File: src/rtl/branch_target_table.sv
// Fetch-stage branch-target unit: writable target table, circular return-address
// stack and a registered one-cycle redirect response.
module branch_target_table #(
  parameter int unsigned D        = 8,
  parameter int unsigned A        = 5,
  parameter int unsigned RS_DEPTH = 4
) (
  input  logic                              clk,
  input  logic                              reset,
  input  logic                              wr_en,
  input  logic [A-1:0]                      wr_idx,
  input  logic [D-1:0]                      wr_target,
  input  logic                              wr_rel,
  input  logic                              req,
  input  logic [1:0]                        req_kind,
  input  logic [A-1:0]                      idx,
  input  logic [D-1:0]                      pc,
  input  logic                              taken,
  output logic                              rsp_valid,
  output logic                              redirect,
  output logic [D-1:0]                      target,
  output logic                              fault,
  output logic [$clog2(RS_DEPTH+1)-1:0]     rs_count
);

  localparam int unsigned N  = 2 ** A;
  localparam int unsigned CW = $clog2(RS_DEPTH + 1);
  localparam int unsigned PW = (RS_DEPTH > 1) ? $clog2(RS_DEPTH) : 1;

  localparam logic [1:0] KIND_BRANCH = 2'b00;
  localparam logic [1:0] KIND_CALL   = 2'b01;
  localparam logic [1:0] KIND_RETURN = 2'b10;

  logic [N-1:0]  tbl_valid;
  logic [N-1:0]  tbl_rel;
  logic [D-1:0]  tbl_val [N];

  logic [D-1:0]  stk [RS_DEPTH];
  logic [PW-1:0] rs_ptr;

  logic          rsp_valid_n;
  logic          redirect_n;
  logic [D-1:0]  target_n;
  logic          fault_n;
  logic          push;
  logic          pop;
  logic [D-1:0]  resolved;
  logic [D-1:0]  ret_addr;
  logic [PW-1:0] ptr_prev;
  logic [PW-1:0] ptr_next;
  logic          stk_full;
  logic          stk_empty;

  assign stk_full  = (rs_count == CW'(RS_DEPTH));
  assign stk_empty = (rs_count == '0);
  assign ptr_prev  = (rs_ptr == '0) ? PW'(RS_DEPTH - 1) : PW'(rs_ptr - PW'(1));
  assign ptr_next  = (rs_ptr == PW'(RS_DEPTH - 1)) ? '0 : PW'(rs_ptr + PW'(1));
  assign resolved  = tbl_rel[idx] ? D'(pc + tbl_val[idx]) : tbl_val[idx];
  assign ret_addr  = D'(pc + D'(1));

  // Response decode; reads pre-write table contents so same-cycle writes are not seen.
  always_comb begin
    rsp_valid_n = req;
    redirect_n  = 1'b0;
    target_n    = '0;
    fault_n     = 1'b0;
    push        = 1'b0;
    pop         = 1'b0;
    if (req) begin
      case (req_kind)
        KIND_BRANCH, KIND_CALL: begin
          if (taken) begin
            if (tbl_valid[idx]) begin
              redirect_n = 1'b1;
              target_n   = resolved;
              if (req_kind == KIND_CALL) begin
                push    = 1'b1;
                fault_n = stk_full;
              end
            end else begin
              fault_n = 1'b1;
            end
          end
        end
        KIND_RETURN: begin
          if (!stk_empty) begin
            pop        = 1'b1;
            redirect_n = 1'b1;
            target_n   = stk[ptr_prev];
          end else begin
            fault_n = 1'b1;
          end
        end
        default: ;
      endcase
    end
  end

  // Output registers, valid bits and stack bookkeeping.
  always_ff @(posedge clk or posedge reset) begin
    if (reset) begin
      rsp_valid <= 1'b0;
      redirect  <= 1'b0;
      target    <= '0;
      fault     <= 1'b0;
      tbl_valid <= '0;
      rs_ptr    <= '0;
      rs_count  <= '0;
    end else begin
      rsp_valid <= rsp_valid_n;
      redirect  <= redirect_n;
      target    <= target_n;
      fault     <= fault_n;
      if (wr_en) begin
        tbl_valid[wr_idx] <= 1'b1;
      end
      if (push) begin
        rs_ptr <= ptr_next;
        if (!stk_full) begin
          rs_count <= CW'(rs_count + CW'(1));
        end
      end else if (pop) begin
        rs_ptr   <= ptr_prev;
        rs_count <= CW'(rs_count - CW'(1));
      end
    end
  end

  // Payload storage needs no reset: it is only read behind a valid bit or the count.
  always_ff @(posedge clk) begin
    if (wr_en) begin
      tbl_rel[wr_idx] <= wr_rel;
      tbl_val[wr_idx] <= wr_target;
    end
    if (push) begin
      stk[rs_ptr] <= ret_addr;
    end
  end

endmodule

File: config.mk
export PLATFORM = sky130hd
export DESIGN_NAME = branch_target_table
export DESIGN_NICKNAME = d
export VERILOG_FILES = /design/src/rtl/branch_target_table.sv
export SDC_FILE = /design/constraint.sdc
export NUM_CORES = 1
export LEC_CHECK = 0
export BUFFER_PORTS_ARGS = -buffer_cell sky130_fd_sc_hd__buf_4
export CAP_MARGIN = 20
export CORE_UTILIZATION = 56
export DETAILED_ROUTE_END_ITERATION = 10
export GPL_TIMING_DRIVEN = 0
export PLACE_DENSITY = 0.76
export SYNTH_ARGS = -nofsm -noshare
export SYNTH_HDL_FRONTEND = slang
export SYNTH_SLANG_ARGS = --single-unit
File: constraint.sdc
create_clock -name clk -period 2.7 [get_ports clk]
set_input_delay 0.54 -clock clk [delete_from_list [all_inputs] [get_ports clk]]
set_output_delay 0.54 -clock clk [all_outputs]
set_load 0.02 [all_outputs]
=== Yosys cells after proc, flatten, opt, wreduce, memory -nomap -nowiden ===
Memories as Yosys holds them, arrays and structs flattened.
Cells that the tools add are included.

* Output and inout bits: 14
* Input bits: 34
* Register bits after elaboration: 80
* Logic and storage cells: 74
* Memory bits (writable): 288
* Memories: 2

{| class="wikitable"
|+ Memories
! memory !! words !! width !! read ports !! clocked after memory_dff !! write ports !! line !! text
|-
| tbl_val || 32 || 8 || 1 || 0 || 1 || 36 || <nowiki>logic [D-1:0] tbl_val [N];</nowiki>
|-
| stk || 4 || 8 || 1 || 0 || 1 || 38 || <nowiki>logic [D-1:0] stk [RS_DEPTH];</nowiki>
|}

* Reduce and logical (&&, ||, !) cells: 7
* Muxes and demuxes: 42
* Bitwise gates (word level): 1
* Equality and inequality tests: 5
* Magnitude comparators: 3
* $add $sub $neg: 6

{| class="wikitable"
|+ Operator list
! operator !! number
|-
| $mux 8 || 5
|-
| $bwmux 32 || 1
|-
| $or 32x32->32 || 1
|-
| $mux 1 || 23
|-
| $pmux 8 s2 || 1
|-
| $lt 5x6->1 const B || 2
|-
| $bmux 1 s5 || 2
|-
| $mux 3 || 3
|-
| $add 8x1->8 const B || 1
|-
| $add 8x8->8 || 1
|-
| $mux 2 || 4
|-
| $demux 1 s5 || 1
|-
| $ge 5x1->1 const B || 1
|-
| $eq 2x2->1 const B || 2
|-
| $logic_not 2->1 || 2
|-
| $pmux 1 s2 || 2
|-
| $add 3x1->3 const B || 1
|-
| $eq 3x3->1 const B || 1
|-
| $logic_not 3->1 || 1
|-
| $sub 3x1->3 const B || 1
|-
| $add 2x1->2 const B || 1
|-
| $eq 2x1->1 const B || 1
|-
| $ne 2x2->1 const B || 1
|-
| $reduce_and 2->1 || 1
|-
| 4 further kinds || 4
|}

=== Depth between registers and ports, before layout ===
* Word-level depth: 8
* Gate-level depth with buffers: 16

=== Worst setup path before layout ===
Ideal clock, no wire load.

* Path kind: input to register
* From: in idx[0]
* To: reg target[6]
* Path slack: -1.124 ns
* Buffers on the path: 3
* Data required time: 2.622 ns
* Cell stages on the path: 16
* Library setup time: 0.078 ns
* Data arrival time: 3.746 ns
* Cells stage by stage: buf_6 buf_8 buf_2 mux4_2 mux4_2 mux2_2 ha_1 inv_1 fa_1 nor2b_1 o21ai_0 a21boi_0 o21a_1 o21a_1 o31a_1 o21ai_1

* Word-level cells in the longest chain between the ends: 7
* Elaborated cells on any way between the ends: 11

{| class="wikitable"
|+ Ends and longest elaborated chain
! element !! line !! text
|-
| from (decl) || 16 || <nowiki>input logic [A-1:0] idx,</nowiki>
|-
| $mem_v2 32x8 / $bmux 1 s5 (equally long branches) || - ||
|-
| $add 8x8->8 / $mux 1 (equally long branches) || 58 || <nowiki>assign resolved = tbl_rel[idx] ? D'(pc + tbl_val[idx]) : tbl_val[idx];</nowiki>
|-
| $mux 8 || 58 ||
|-
| $mux 8 * || 73 || <nowiki>if (tbl_valid[idx]) begin</nowiki>
|-
| $mux 8 * || 72 || <nowiki>if (taken) begin</nowiki>
|-
| $pmux 8 s2 * || 70 || <nowiki>case (req_kind)</nowiki>
|-
| $mux 8 * || 69 || <nowiki>if (req) begin</nowiki>
|-
| named net target_n[6] || 43 || <nowiki>logic [D-1:0] target_n;</nowiki>
|-
| to (signal assigned) || 112 || <nowiki>target <= target_n;</nowiki>
|-
| to (decl) || 21 || <nowiki>output logic [D-1:0] target,</nowiki>
|}

The timed path passes the listed nets; every way through them passes the cells marked *. The select of a mux whose other input is x is not followed.
A chain may end at the register's enable or synchronous reset.

=== Worst setup path after layout ===
Ends and elaborated chain as after synthesis.

==> out/metrics.cfg <==
[sta]
rsz0062_at_grt=yes
worst_slack_ns=-0.747
worst_pin_slew_ns=1.14
fin_skew_ns=0.0176
fmax_ghz=0.290
fin_crit_ns=3.45
max-slew-margin-rel=0.239
maxSlewViolCount=0
setup_viol=10
hold_violations=0
fin_crit_sh=1.28

[routing]
drc_errors=0
finalWirelength_um=35000
ant_nets=0
routedWlPerCell_um=27.7
vias=8005
viasPerCell=6.35
dr.pass1.iters=5
drtIter0Drc=884

[synth]
synth_cell_types=53
yosysSeqAreaShare=0.728
synth_cells=735
ys_ff_latch=368
synth_area_leaders=edfxtp_1 (65%), mux4_2 (16%), dfrtp_1 (8.1%), or2_2 (1.4%), nor2_1 (1.2%)
synth-edff-count=320
synth_nets=783
avgSynthCellArea_um2=20.2
synth_commonest_cells=edfxtp_1 (320), mux4_2 (105), dfrtp_1 (48), nor2_1 (47), or2_2 (33)
synth.largest_area_cell=edfxtp_1
synthFlopType=edfxtp_1
netlist_area_um2=14900
ys_warn_count=0
yosysMostFrequentCell=edfxtp_1
synth_top_area_share=0.647
synthArstFlopShare=0.130

[final_layout]
syn_to_final_growth_pct=20.4
final_util=0.687
drive_above_1_share=0.415
antenna_cells=0
nNetsFinal=952
stdcell_count=1261
fillers=1539

[grt]
antenna_found_initial=0
grt_max_degree=39
first_global_vias=8110
grt.total_usage=0.265
grt_pass1_wl_um=50300
grt-ovfl-total=0

[worst_setup_path]
crit_arrival_ns=3.88
critPathLaunchType=primary input
crit_fanout=7
end_kind=register
rrSetupSlack_ns=-0.65
crit_type=primary input to register
cp.required_ns=3.14

[outcome]
violations=negative setup slack
status=complete, but fails checks

[run]
maxCapViolations=0

[floorplanning]
die_h_um=165
num_rows=59
dieArea_um2=27200
ios=48
die_x_um=165
core-area_um2=26100
initial_core_util=0.570

[cts]
clockBufferDepth=3
numCtsBuffers=37
clock_latency_ns=0.51
cts_max_level=2
cts.sinks=368
clk_pin_slew_worst_paths_ns=0.06
cts_root_buf=clkbuf_16
tritoncts=yes

[place]
io_buffers=43
hpwl_um=22500
placedCellCount=1135
place.gp.congestion=0.866
preCtsSetupSlack_ns=-1.91

[pwr]
p_total_mw=13.0
power_density_nw_per_um2=729
vdd_ir_drop_max_mv=0.518
p_leak_nw=6.22

[worst_hold_path]
worstHoldPathType=primary input to register

[critical path, stage by stage]
cell and delay (ns):
buf_16 0.13, buf_12 0.15, buf_12 0.13, buf_4 0.11, mux4_2 0.50, mux4_2 0.48
mux2_4 0.33, ha_4 0.27, buf_6 0.12, nor2b_4 0.13, o21ai_2 0.16, a21boi_2 0.09
o21a_1 0.20, o21a_1 0.18, o31a_1 0.23, o21ai_1 0.11
[worst paths after layout]
check	cells past startpoint	start	endpoint
min reg2reg	1	tbl_valid[8]$_DFFE_PP0P_	tbl_valid[8]$_DFFE_PP0P_
min in group asynchronous	3	reset	rsp_valid$_DFF_PP0_
max reg2reg	12	tbl_val[28][0]$_DFFE_PP_	target[7]$_DFF_PP0_
min	1	req	rsp_valid$_DFF_PP0_
max	16	idx[0]	target[6]$_DFF_PP0_
max in group asynchronous	4	reset	tbl_valid[12]$_DFFE_PP0P_
[cells in the final DEF, fill, tap and decap left out, types with 3 or more instances in the layout]
cell type  count
and3_4         3
buf_12        13
buf_16         3
buf_2          4
buf_4         94
buf_6         34
clkbuf_1      15
clkbuf_16     37
clkbuf_2       3
clkbuf_8       4
clkinv_1       6
clkinv_2       3
dfrtp_1       48
edfxtp_1     320
ha_1           7
ha_4           5
inv_1          6
inv_2          3
mux2_2         3
mux2_4         5
mux2i_1        9
mux4_2       105
nand2_1       15
nand3_1       15
nand3b_1       6
nor2_1        46
nor3_1         4
nor3b_1        3
o21ai_1       10
o21ai_2        3
or2_2         33
or3b_2         3
xnor2_1        5
xor2_1         4
[layout make-up]
class	instances	area, um2	share of cell area
Timing Repair Buffer	131	1200	0.0669
Clock inverter	10	45.0	0.00252
Clock buffer	51	1010	0.0564
Inverter	10	40.0	0.00224
Multi-Input combinational cell	327	4030	0.225
Sequential cell	368	10800	0.604
Buffer	29	338	0.0189
Tap cell	335	419	0.0234
[flip-flops by register name, summed over array words and instances (netlist names)]
register,flops
rs_ptr,2
tbl_val,256
fault,1
stk,32
rs_count,3
target,8
rsp_valid,1
tbl_valid,32
tbl_rel,32
redirect,1
[logic make-up (layout without fill, tap and decap cells)]
kind of cell,Yosys count,in the layout,synth area share
multiplexers,124,124,0.174
adder cells (fa/ha/maj),14,14,0.0128
buffers and inverters,40,231,0.0145
AND/OR/NAND/NOR,142,142,0.0495
XOR/XNOR,10,10,0.00590
flip-flops,368,368,0.728
AO/OA/AOI/OAI,37,37,0.0158
[per-stage QoR]
step	cell area [um2]	hold slack [ns]	TNS, ns
5_1_grt	17900	0.181	-4.37
6_report	17900	0.184	-3.76
2_1_floorplan	15000	0.434	-4.55
3_3_place_gp	15700	0.447	-16.57
4_1_cts	17500	0.168	-3.10
3_5_place_dp	16000	0.450	-17.87
[power by group]
group          leakage, nW  switching, mW  internal (mW)  total [mW]
Combinational         2.25          0.946          0.959        1.90
Clock                0.512           1.99           2.59        4.58
Sequential            3.45          0.146           6.41        6.56
[routing by layer]
layer / vias up / track usage / part of all wire
li1: 3303 / - / -
met1: 4212 / 0.370 / 0.39
met2: 405 / 0.415 / 0.49
met3: 85 / 0.0570 / 0.083
met4: 0 / 0.103 / 0.036
met5: - / 0 / 0
[what timing repair did]
action / in CTS / in global routing
pin swaps: 12 / 22
endpoints found under the setup margin: 8 / 14
gates resized for setup: 52 / 38
hold buffers: 1 / 0
endpoints found under the hold margin: 10 / 0
cloned: 1 / 0
buffers inserted: 38 / 17
No activity file was read; power rests on OpenSTA's default activity.
